### config.mk
export PLATFORM = sky130hd
export DESIGN_NAME = ex_stack_sequencer_flat
export DESIGN_NICKNAME = d
export VERILOG_FILES = /design/src/rtl/ex_stack_sequencer_if.sv /design/src/rtl/ex_stack_sequencer.sv /design/src/flat_wrapper.sv
export SDC_FILE = /design/constraint.sdc
export NUM_CORES = 1
export LEC_CHECK = 0
export CAP_MARGIN = 40
export CORE_MARGIN = 4
export CORE_UTILIZATION = 53
export CTS_BUF_LIST = sky130_fd_sc_hd__clkbuf_4 sky130_fd_sc_hd__clkbuf_8
export DETAILED_ROUTE_END_ITERATION = 12
export PLACE_DENSITY = 0.9
export SYNTH_ARGS = -nofsm -noshare
export SYNTH_HDL_FRONTEND = slang
export SYNTH_SLANG_ARGS = --single-unit
### constraint.sdc
create_clock -name clk -period 5.2 [get_ports clk]
set_input_delay 1.04 -clock clk [delete_from_list [all_inputs] [get_ports clk]]
set_output_delay 1.04 -clock clk [all_outputs]
set_load 0.1 [all_outputs]
### src/rtl/ex_stack_sequencer_if.sv
// rtl/ex_stack_sequencer_if.sv - data memory port driven by the stack sequencer
interface ex_stack_sequencer_if;
  logic [31:0] mem_addr;
  logic [15:0] mem_wdata;
  logic        mem_we;
  logic        mem_re;
  logic [15:0] mem_rdata;

  modport master (output mem_addr, mem_wdata, mem_we, mem_re, input mem_rdata);
  modport slave  (input mem_addr, mem_wdata, mem_we, mem_re, output mem_rdata);
endinterface

### src/rtl/ex_stack_sequencer.sv
// rtl/ex_stack_sequencer.sv - EX-stage stack pointer owner and CALL/INT/RET/RTI sequencer
module ex_stack_sequencer #(
  parameter logic [31:0] SP_RESET = 32'h0000_07FF
) (
  input  logic                        clk,
  input  logic                        reset,
  input  logic [91:0]                 id_ex,
  input  logic [2:0]                  flags_in,
  ex_stack_sequencer_if.master        mem,
  output logic                        stall,
  output logic                        pc_load,
  output logic [31:0]                 pc_target,
  output logic                        flags_load,
  output logic [2:0]                  flags_out,
  output logic [31:0]                 sp
);

  typedef enum logic [3:0] {
    IDLE, PUSH1, POP1, PUSH_HI, PUSH_LO, PUSH_FL, POP_FL, POP_LO, POP_HI, POP_WB
  } state_t;

  state_t      state, state_next, cur;
  logic [31:0] sp_q, sp_next;
  logic        sp_load;
  logic        with_fl, with_fl_q;
  logic [15:0] lo_q;
  logic [2:0]  fl_q, flags_out_q;
  logic [31:0] pc_target_q;
  logic [31:0] fl_off;

  logic unused_bits;
  assign unused_bits = ^{id_ex[91], id_ex[88:84], id_ex[51:50], id_ex[47:25], id_ex[8:0]};

  // In IDLE the op is decoded straight from id_ex so the first cycle of any
  // sequence runs without a bubble; afterwards only the FSM state matters.
  always_comb begin
    with_fl = (state == IDLE) ? id_ex[90] : with_fl_q;
    cur     = state;
    if (!reset) begin
      cur = IDLE;
    end else if (state == IDLE) begin
      if (!id_ex[48])      cur = IDLE;
      else if (!id_ex[49]) cur = id_ex[89] ? PUSH_HI : PUSH1;
      else if (!id_ex[89]) cur = POP1;
      else                 cur = id_ex[90] ? POP_FL : POP_LO;
    end
  end

  always_comb begin
    fl_off        = {31'b0, with_fl};
    state_next    = IDLE;
    sp_next       = sp_q;
    sp_load       = 1'b0;
    stall         = 1'b0;
    pc_load       = 1'b0;
    flags_load    = 1'b0;
    mem.mem_addr  = 32'h0;
    mem.mem_wdata = 16'h0;
    mem.mem_we    = 1'b0;
    mem.mem_re    = 1'b0;
    case (cur)
      PUSH1: begin
        mem.mem_we    = 1'b1;
        mem.mem_addr  = sp_q;
        mem.mem_wdata = id_ex[24:9];
        sp_next       = sp_q - 32'd1;
        sp_load       = 1'b1;
      end
      POP1: begin
        mem.mem_re   = 1'b1;
        mem.mem_addr = sp_q + 32'd1;
        sp_next      = sp_q + 32'd1;
        sp_load      = 1'b1;
      end
      PUSH_HI: begin
        stall         = 1'b1;
        mem.mem_we    = 1'b1;
        mem.mem_addr  = sp_q;
        mem.mem_wdata = id_ex[83:68];
        state_next    = PUSH_LO;
      end
      PUSH_LO: begin
        mem.mem_we    = 1'b1;
        mem.mem_addr  = sp_q - 32'd1;
        mem.mem_wdata = id_ex[67:52];
        if (with_fl) begin
          stall      = 1'b1;
          state_next = PUSH_FL;
        end else begin
          sp_next = sp_q - 32'd2;
          sp_load = 1'b1;
        end
      end
      PUSH_FL: begin
        mem.mem_we    = 1'b1;
        mem.mem_addr  = sp_q - 32'd2;
        mem.mem_wdata = {13'b0, flags_in};
        sp_next       = sp_q - 32'd3;
        sp_load       = 1'b1;
      end
      POP_FL: begin
        stall        = 1'b1;
        mem.mem_re   = 1'b1;
        mem.mem_addr = sp_q + 32'd1;
        state_next   = POP_LO;
      end
      POP_LO: begin
        stall        = 1'b1;
        mem.mem_re   = 1'b1;
        mem.mem_addr = sp_q + 32'd1 + fl_off;
        state_next   = POP_HI;
      end
      POP_HI: begin
        stall        = 1'b1;
        mem.mem_re   = 1'b1;
        mem.mem_addr = sp_q + 32'd2 + fl_off;
        state_next   = POP_WB;
      end
      POP_WB: begin
        pc_load    = 1'b1;
        flags_load = with_fl;
        sp_next    = sp_q + 32'd2 + fl_off;
        sp_load    = 1'b1;
      end
      default: ;
    endcase
  end

  // Popped values are shown live during POP_WB, then held from the registers.
  always_comb begin
    pc_target = (cur == POP_WB) ? {mem.mem_rdata, lo_q} : pc_target_q;
    flags_out = (cur == POP_WB && with_fl) ? fl_q : flags_out_q;
    sp        = sp_q;
  end

  always_ff @(posedge clk or negedge reset) begin
    if (!reset) begin
      state       <= IDLE;
      sp_q        <= SP_RESET;
      with_fl_q   <= 1'b0;
      lo_q        <= 16'h0;
      fl_q        <= 3'b0;
      pc_target_q <= 32'h0;
      flags_out_q <= 3'b0;
    end else begin
      state     <= state_next;
      with_fl_q <= with_fl;
      if (sp_load) sp_q <= sp_next;
      if (cur == POP_LO && with_fl) fl_q <= mem.mem_rdata[2:0];
      if (cur == POP_HI) lo_q <= mem.mem_rdata;
      if (cur == POP_WB) begin
        pc_target_q <= {mem.mem_rdata, lo_q};
        if (with_fl) flags_out_q <= fl_q;
      end
    end
  end

endmodule

### src/flat_wrapper.sv
// flat-port wrapper written by rule: the top's interface ports become plain ports
module ex_stack_sequencer_flat 
#(
  parameter logic [31:0] SP_RESET = 32'h0000_07FF
)
  (clk, reset, id_ex, flags_in, stall, pc_load, pc_target, flags_load, flags_out, sp, mem_mem_addr, mem_mem_wdata, mem_mem_we, mem_mem_re, mem_mem_rdata);
  ex_stack_sequencer_if mem_i ();
  input  logic clk;
  input  logic reset;
  input  logic [91:0] id_ex;
  input  logic [2:0] flags_in;
  output logic stall;
  output logic pc_load;
  output logic [31:0] pc_target;
  output logic flags_load;
  output logic [2:0] flags_out;
  output logic [31:0] sp;
  output wire logic [$bits(mem_i.mem_addr)-1:0] mem_mem_addr;
  output wire logic [$bits(mem_i.mem_wdata)-1:0] mem_mem_wdata;
  output wire logic [$bits(mem_i.mem_we)-1:0] mem_mem_we;
  output wire logic [$bits(mem_i.mem_re)-1:0] mem_mem_re;
  input wire logic [$bits(mem_i.mem_rdata)-1:0] mem_mem_rdata;
  assign mem_mem_addr = mem_i.mem_addr;
  assign mem_mem_wdata = mem_i.mem_wdata;
  assign mem_mem_we = mem_i.mem_we;
  assign mem_mem_re = mem_i.mem_re;
  assign mem_i.mem_rdata = mem_mem_rdata;
  ex_stack_sequencer #(.SP_RESET(SP_RESET)) u_core (.clk(clk), .reset(reset), .id_ex(id_ex), .flags_in(flags_in), .mem(mem_i), .stall(stall), .pc_load(pc_load), .pc_target(pc_target), .flags_load(flags_load), .flags_out(flags_out), .sp(sp));
endmodule
-- Word-level counts from Yosys, hierarchy flattened
Cells that the tools add are included.
- register bits after elaboration: 91
- input bits: 113
- output and inout port bits: 120
- word-level logic and storage cells: 60
- add/subtract/negate cells: 7
- equal/unequal tests: 10
- muxes and demuxes: 24
- reductions and logical operators: 12
- operator list (kind ; count):
    32-bit case mux with 6 select lines ; 1
    32-bit case mux with 5 select lines ; 1
    32-bit by 1-bit adder with 32-bit output ; 2
    32-bit 2-to-1 mux ; 2
    16-bit case mux with 4 select lines ; 1
    32-bit by 2-bit subtractor with 32-bit output, second input constant ; 2
    32-bit by 1-bit adder with 32-bit output, second input constant ; 1
    32-bit by 2-bit adder with 32-bit output, second input constant ; 1
    32-bit by 1-bit subtractor with 32-bit output, second input constant ; 1
    4-bit 2-to-1 mux ; 5
    4-bit case mux with 5 select lines ; 1
    4-bit by 3-bit == test with 1-bit output, second input constant ; 4
    4-bit OR reduction ; 4
    4-bit by 2-bit == test with 1-bit output, second input constant ; 2
    4-bit == test, second input constant ; 2
    1-bit 2-to-1 mux ; 8
    3-bit 2-to-1 mux ; 2
    5-bit nonzero test ; 1
    4-bit by 1-bit == test with 1-bit output, second input constant ; 1
    4-bit logical NOT ; 1
    1-bit case mux with 2 select lines ; 2
    2-bit OR reduction ; 2
    3-bit AND reduction ; 1
    1-bit logical AND ; 2
    other kinds (3) ; 3

-- Longest topological paths before layout
- depth in word-level cells: 10
- mapped depth: 13
- gate-level depth less buffers: 12

-- Least setup slack after synthesis
No wires, ideal clock.
- path kind: reg-to-output
- start: register u_core.sp_q[1], in the netlist u_core.sp[1]
- end: output mem_mem_addr[31]
- arrival: 6.522 ns
- data required time: 4.160 ns
- path slack: -2.362 ns
- stages on the path, launching flop included: 11
- path buffers: 2
- cell sequence: dfstp_2 ha_1 buf_4 nand3_1 or4_1 buf_2 xnor2_1 nor3_1 and4_1 nand3_1 o311ai_0
- cells in the longest elaborated chain, start to end: 3
- elaborated cells between the ends (all ways): 7
- classes of those cells: add/sub (6); mux (1)
- ends and longest elaborated chain (element ; RTL line ; text):
    start: declaration ; ex_stack_sequencer.sv:23 ; logic [31:0] sp_q, sp_next;
    start signal: assignment ; ex_stack_sequencer.sv:148 ; if (sp_load) sp_q <= sp_next;
    32-bit by 2-bit adder with 32-bit output / 32-bit by 1-bit adder with 32-bit output (equally long branches) ; - ;
    32-bit by 1-bit adder with 32-bit output, on equally long branches ; ex_stack_sequencer.sv:116, ex_stack_sequencer.sv:110 ;
    32-bit case mux with 6 select lines (*) ; ex_stack_sequencer.sv:61 ; case (cur)
    end: declaration ; flat_wrapper.sv:18 ; output wire logic [$bits(mem_i.mem_addr)-1:0] mem_mem_addr;
Every way passes the cells marked *; elsewhere a longest branch is shown, timed or not.

-- Worst setup path in the final report
- start: register u_core.state[1]
- end: output mem_mem_addr[24]
- elaborated cells between the ends (all ways): 17
- classes of those cells: add/sub (2); eq/ne (8); mux (4); reduce/logical (3)
- RTL lines (element ; RTL line ; text):
    start: declaration ; ex_stack_sequencer.sv:22 ; state_t state, state_next, cur;
    start signal: assignment ; ex_stack_sequencer.sv:146 ; state <= state_next;
    4-bit logical NOT (*) ; ex_stack_sequencer.sv:37 ; with_fl = (state == IDLE) ? id_ex[90] : with_fl_q;
    1-bit 2-to-1 mux (*) ; ex_stack_sequencer.sv:37 ;
    net u_core.with_fl ; ex_stack_sequencer.sv:25 ; logic with_fl, with_fl_q;
    32-bit by 1-bit adder with 32-bit output, on equally long branches ; ex_stack_sequencer.sv:116, ex_stack_sequencer.sv:110 ;
    32-bit case mux with 6 select lines (*) ; ex_stack_sequencer.sv:61 ;
Mark *: on every way through the listed nets, which the timed path passes. The rest lies on a longest branch.

==> flow_metrics.tcl <==
set metrics [dict create \
    status "finished, violations left" \
    violations "negative setup slack" \
    p_leak_nw 5.97 \
    synthToLayoutAreaGrowth_pct 47.2 \
    r2r-end "u_core.sp[20]" \
    netlist_area_um2 10200 \
    insertedDiodeCount 0 \
    startpoint "u_core.state[1]" \
    cp-end-kind "output port" \
    gp_congestion 1.07 \
    wirelength_um 50500 \
    start_util_pct 54.1 \
    holdWs_ns 0.465 \
    wl_per_cell_um 25.9 \
    worstPathRequired_ns 4.16 \
    cts_num_sinks 91 \
    setup_ws_ns -0.00157 \
    core-area_um2 18800 \
    io_pins 233 \
    period_share_pct 100 \
    cts-root-buf "clkbuf_8" \
    comb_power_share_pct 76.3 \
    arrival_ns 4.16 \
    grt-ovfl-total 0 \
    r2r_cells 15 \
    hold_path.class "in -> async" \
    htreeDepth 3 \
    grt_pass1_vias 13600 \
    layout-drive-gt1-share_pct 22.6 \
    post_dp_cell_area_um2 14500 \
    viasPerCell 7.31 \
    port_buffers 192 \
    pre_cts_ws_ns -0.106 \
    avgSynthCellArea_um2 7.07 \
    syn_nets 1565 \
    clock_power_share_pct 6.9 \
    clkTransAtPathRegs_ns 0.14 \
    relSlewSlack_pct 39.8 \
    yosysTopAreaCell "dfrtp_1" \
    drtIter0Drc 2691 \
    p_per_area_nw_per_um2 538 \
    grt_antenna_before_repair 0 \
    setup_tns_ns -0.00157 \
    p_seq_share_pct 16.9 \
    skew_ns 0.0287 \
    synth.area.top_cells "dfrtp_1 20%, nand2_1 9.1%, o21ai_0 5.4%, nor2_1 4.0%, clkbuf_1 3.6%" \
    nets 1807 \
    ant_nets 0 \
    hpwl_um 35600 \
    synth_enable_flop_cells 0 \
    regToRegSetupSlack_ns 1.49 \
    firstDrtPassIters 10 \
    finalSetupViolCount 1 \
    ir_drop_v 0.000439 \
    grt_pass1_wl_um 75300 \
    cts_made_buffers 9 \
    p_int_mw 3.29 \
    tightestPinTransition_ns 0.903 \
    synth_flop_cell "dfrtp_1" \
    crit_type "reg -> out" \
    die_w_um 147 \
    clock_path_buffers 2 \
    yosysWarningCount 0 \
    rows 50 \
    clk-insertion-delay-late_ns 0.41 \
    cp_max_fo 12 \
    power.switching_mw 4.77 \
    setup.worst_path.end "mem_mem_addr[24]" \
    synth_cells 1441 \
    synth_cell_types 88 \
    synth_top_area_share_pct 19.6 \
    design_area_um2 15000 \
    grt_max_degree 64 \
    die_area_um2 21500 \
    die_h_um 147 \
    vias 14200 \
    holdBufCountCts 0 \
    grt_use_total_pct 43.8 \
    startpoint_type "register" \
    min_period_ns 5.20 \
    max-cap-violations 0 \
    slew_viol_final 0 \
    synth-seq-area-share_pct 22.5 \
    max_freq_mhz 192 \
    synth-seq-cells 91 \
    r2r_start "u_core.state[1]" \
    hold_viol_final 0 \
    grt_setup_unrepaired "yes" \
    cts_tree "yes" \
    switching_share_pct 59.2 \
    synthArstFlopShare_pct 100 \
    drcViolationCount 0 \
]
## power by group through the flow
| stage | registers [mW] | clock network, mW | logic, mW |
|---|---|---|---|
| floorplan | 1.68 | 0 | 3.31 |
| global placement | 1.33 | 0 | 5.48 |
| detailed placement | 1.36 | 0 | 5.86 |
| global route | 1.38 | 0.580 | 6.31 |
| finish | 1.36 | 0.553 | 6.15 |
| CTS | 1.34 | 0.543 | 5.89 |
## routing by layer
| layer | global-route usage [%] | share of wire (%) | up-vias |
|---|---|---|---|
| met5 | 0 | 0 | - |
| met4 | 27.9 | 8.4 | 0 |
| met3 | 14.0 | 15 | 421 |
| met2 | 67.4 | 43 | 1400 |
| met1 | 53.0 | 34 | 6478 |
| li1 | - | - | 5939 |
## layout by cell type, fill, tap and decap left out, drive strengths merged, types with 11 or more instances in the layout
master,synthesis,layout
nor4,36,36
xor2,16,16
mux2i,21,21
dfrtp,80,80
nand3,59,59
a221o,13,13
buf,41,270
o22ai,29,29
a22oi,27,27
a21oi,62,62
clkdlybuf4s50,0,102
dfstp,11,11
or3,15,15
inv,19,23
a221oi,17,17
nand4,33,33
ha,11,11
o21ai,111,111
nor2,108,108
a31oi,12,12
and2,11,11
or4,22,22
nand2,248,248
o211ai,19,19
xnor2,41,41
nor3,51,51
o221ai,41,41
a211oi,18,18
and3,12,12
and4,12,12
## layout make-up
cell class / count / area (um2)
multi-input combinational: 1187 / 7560
timing repair buffer: 373 / 4520
fill: 1236 / 3830
sequential: 91 / 2320
tap: 260 / 325
clock buffer: 9 / 124
clock inverter: 7 / 80.1
inverter: 21 / 78.8
## stage by stage
stage          utilization (%)  power (mW)  std cells
2_1_floorplan                -        4.98       1441
3_3_place_gp              74.3        6.81       1882
3_5_place_dp              77.1        7.21       1915
4_1_cts                   78.4        7.78       1933
5_1_grt                   79.7        8.27       1948
6_report                  79.7        8.06       1948
## worst max-delay path, cell delays in order, from the launching register on
cell and delay, ns:
dfrtp_2 0.52, nor4_2 0.34, mux2_4 0.27, buf_4 0.13
ha_1 0.20, inv_1 0.06, ha_1 0.23, nand3b_1 0.32
nor4_2 0.28, buf_4 0.22, nor2b_1 0.14, o22ai_1 0.09
a2111oi_1 0.34, a21oi_1 0.18, a31o_1 0.25, buf_12 0.17
## cell usage after synthesis (7+ instances only)
| master | number |
|---|---|
| a221o_1 | 13 |
| clkbuf_1 | 99 |
| nand4_1 | 29 |
| or3_1 | 15 |
| o31a_1 | 7 |
| nor2_1 | 108 |
| dfrtp_1 | 80 |
| nor3_1 | 50 |
| and4_1 | 11 |
| o21ai_0 | 109 |
| mux2_2 | 7 |
| a21oi_1 | 62 |
| buf_4 | 7 |
| mux2i_1 | 21 |
| a211oi_1 | 17 |
| or2_2 | 7 |
| a221oi_1 | 17 |
| buf_2 | 19 |
| nand2_1 | 247 |
| a22o_1 | 9 |
| o22ai_1 | 29 |
| buf_1 | 14 |
| a32oi_1 | 9 |
| o211ai_1 | 19 |
| nor4_1 | 35 |
| inv_1 | 19 |
| a211o_1 | 8 |
| o221ai_1 | 41 |
| ha_1 | 11 |
| dfstp_2 | 11 |
| o31ai_1 | 9 |
| xnor2_1 | 41 |
| nand3_1 | 58 |
| and2_1 | 11 |
| or4_1 | 22 |
| and3_1 | 12 |
| a31oi_1 | 12 |
| xor2_1 | 16 |
| a22oi_1 | 27 |
## state kept, by name, summed over array words and instances, names as in the netlist
register	count
u_core.lo_q	16
u_core.flags_out_q	3
u_core.state	4
u_core.with_fl_q	1
u_core.pc_target_q	32
u_core.fl_q	3
u_core.sp	32
## cell families (layout without fill, tap and decap cells)
kind of cell               Yosys count  count (layout)  share of synthesized area, %
and+or+nand+nor                    643             643                          31.3
xor gates and xnor gates            57              57                          4.90
muxes                               28              28                          2.84
AOI/OAI and AO/OA                  447             447                          30.5
adders and majority gates           12              12                          1.46
buffers and inverters              163             410                          6.59
DFF                                 91              91                          22.5
## worst min-delay path by stage
stage                      end  slack, ns  cells after the start
6_report       u_core.state[0]       0.46                      1
4_1_cts        u_core.state[1]       0.46                      1
5_1_grt        u_core.state[0]       0.45                      1
3_5_place_dp   u_core.lo_q[15]       0.47                      2
2_1_floorplan   u_core.lo_q[0]       0.45                      2
3_3_place_gp    u_core.lo_q[0]       0.46                      2
## what timing repair did
action                                  4_1_cts  5_1_grt
setup buffers                                 2       15
endpoints found under the setup margin        7       17
gates resized for setup                       7       23
pin swaps                                     2        6
(Power assumes the default switching activity.)
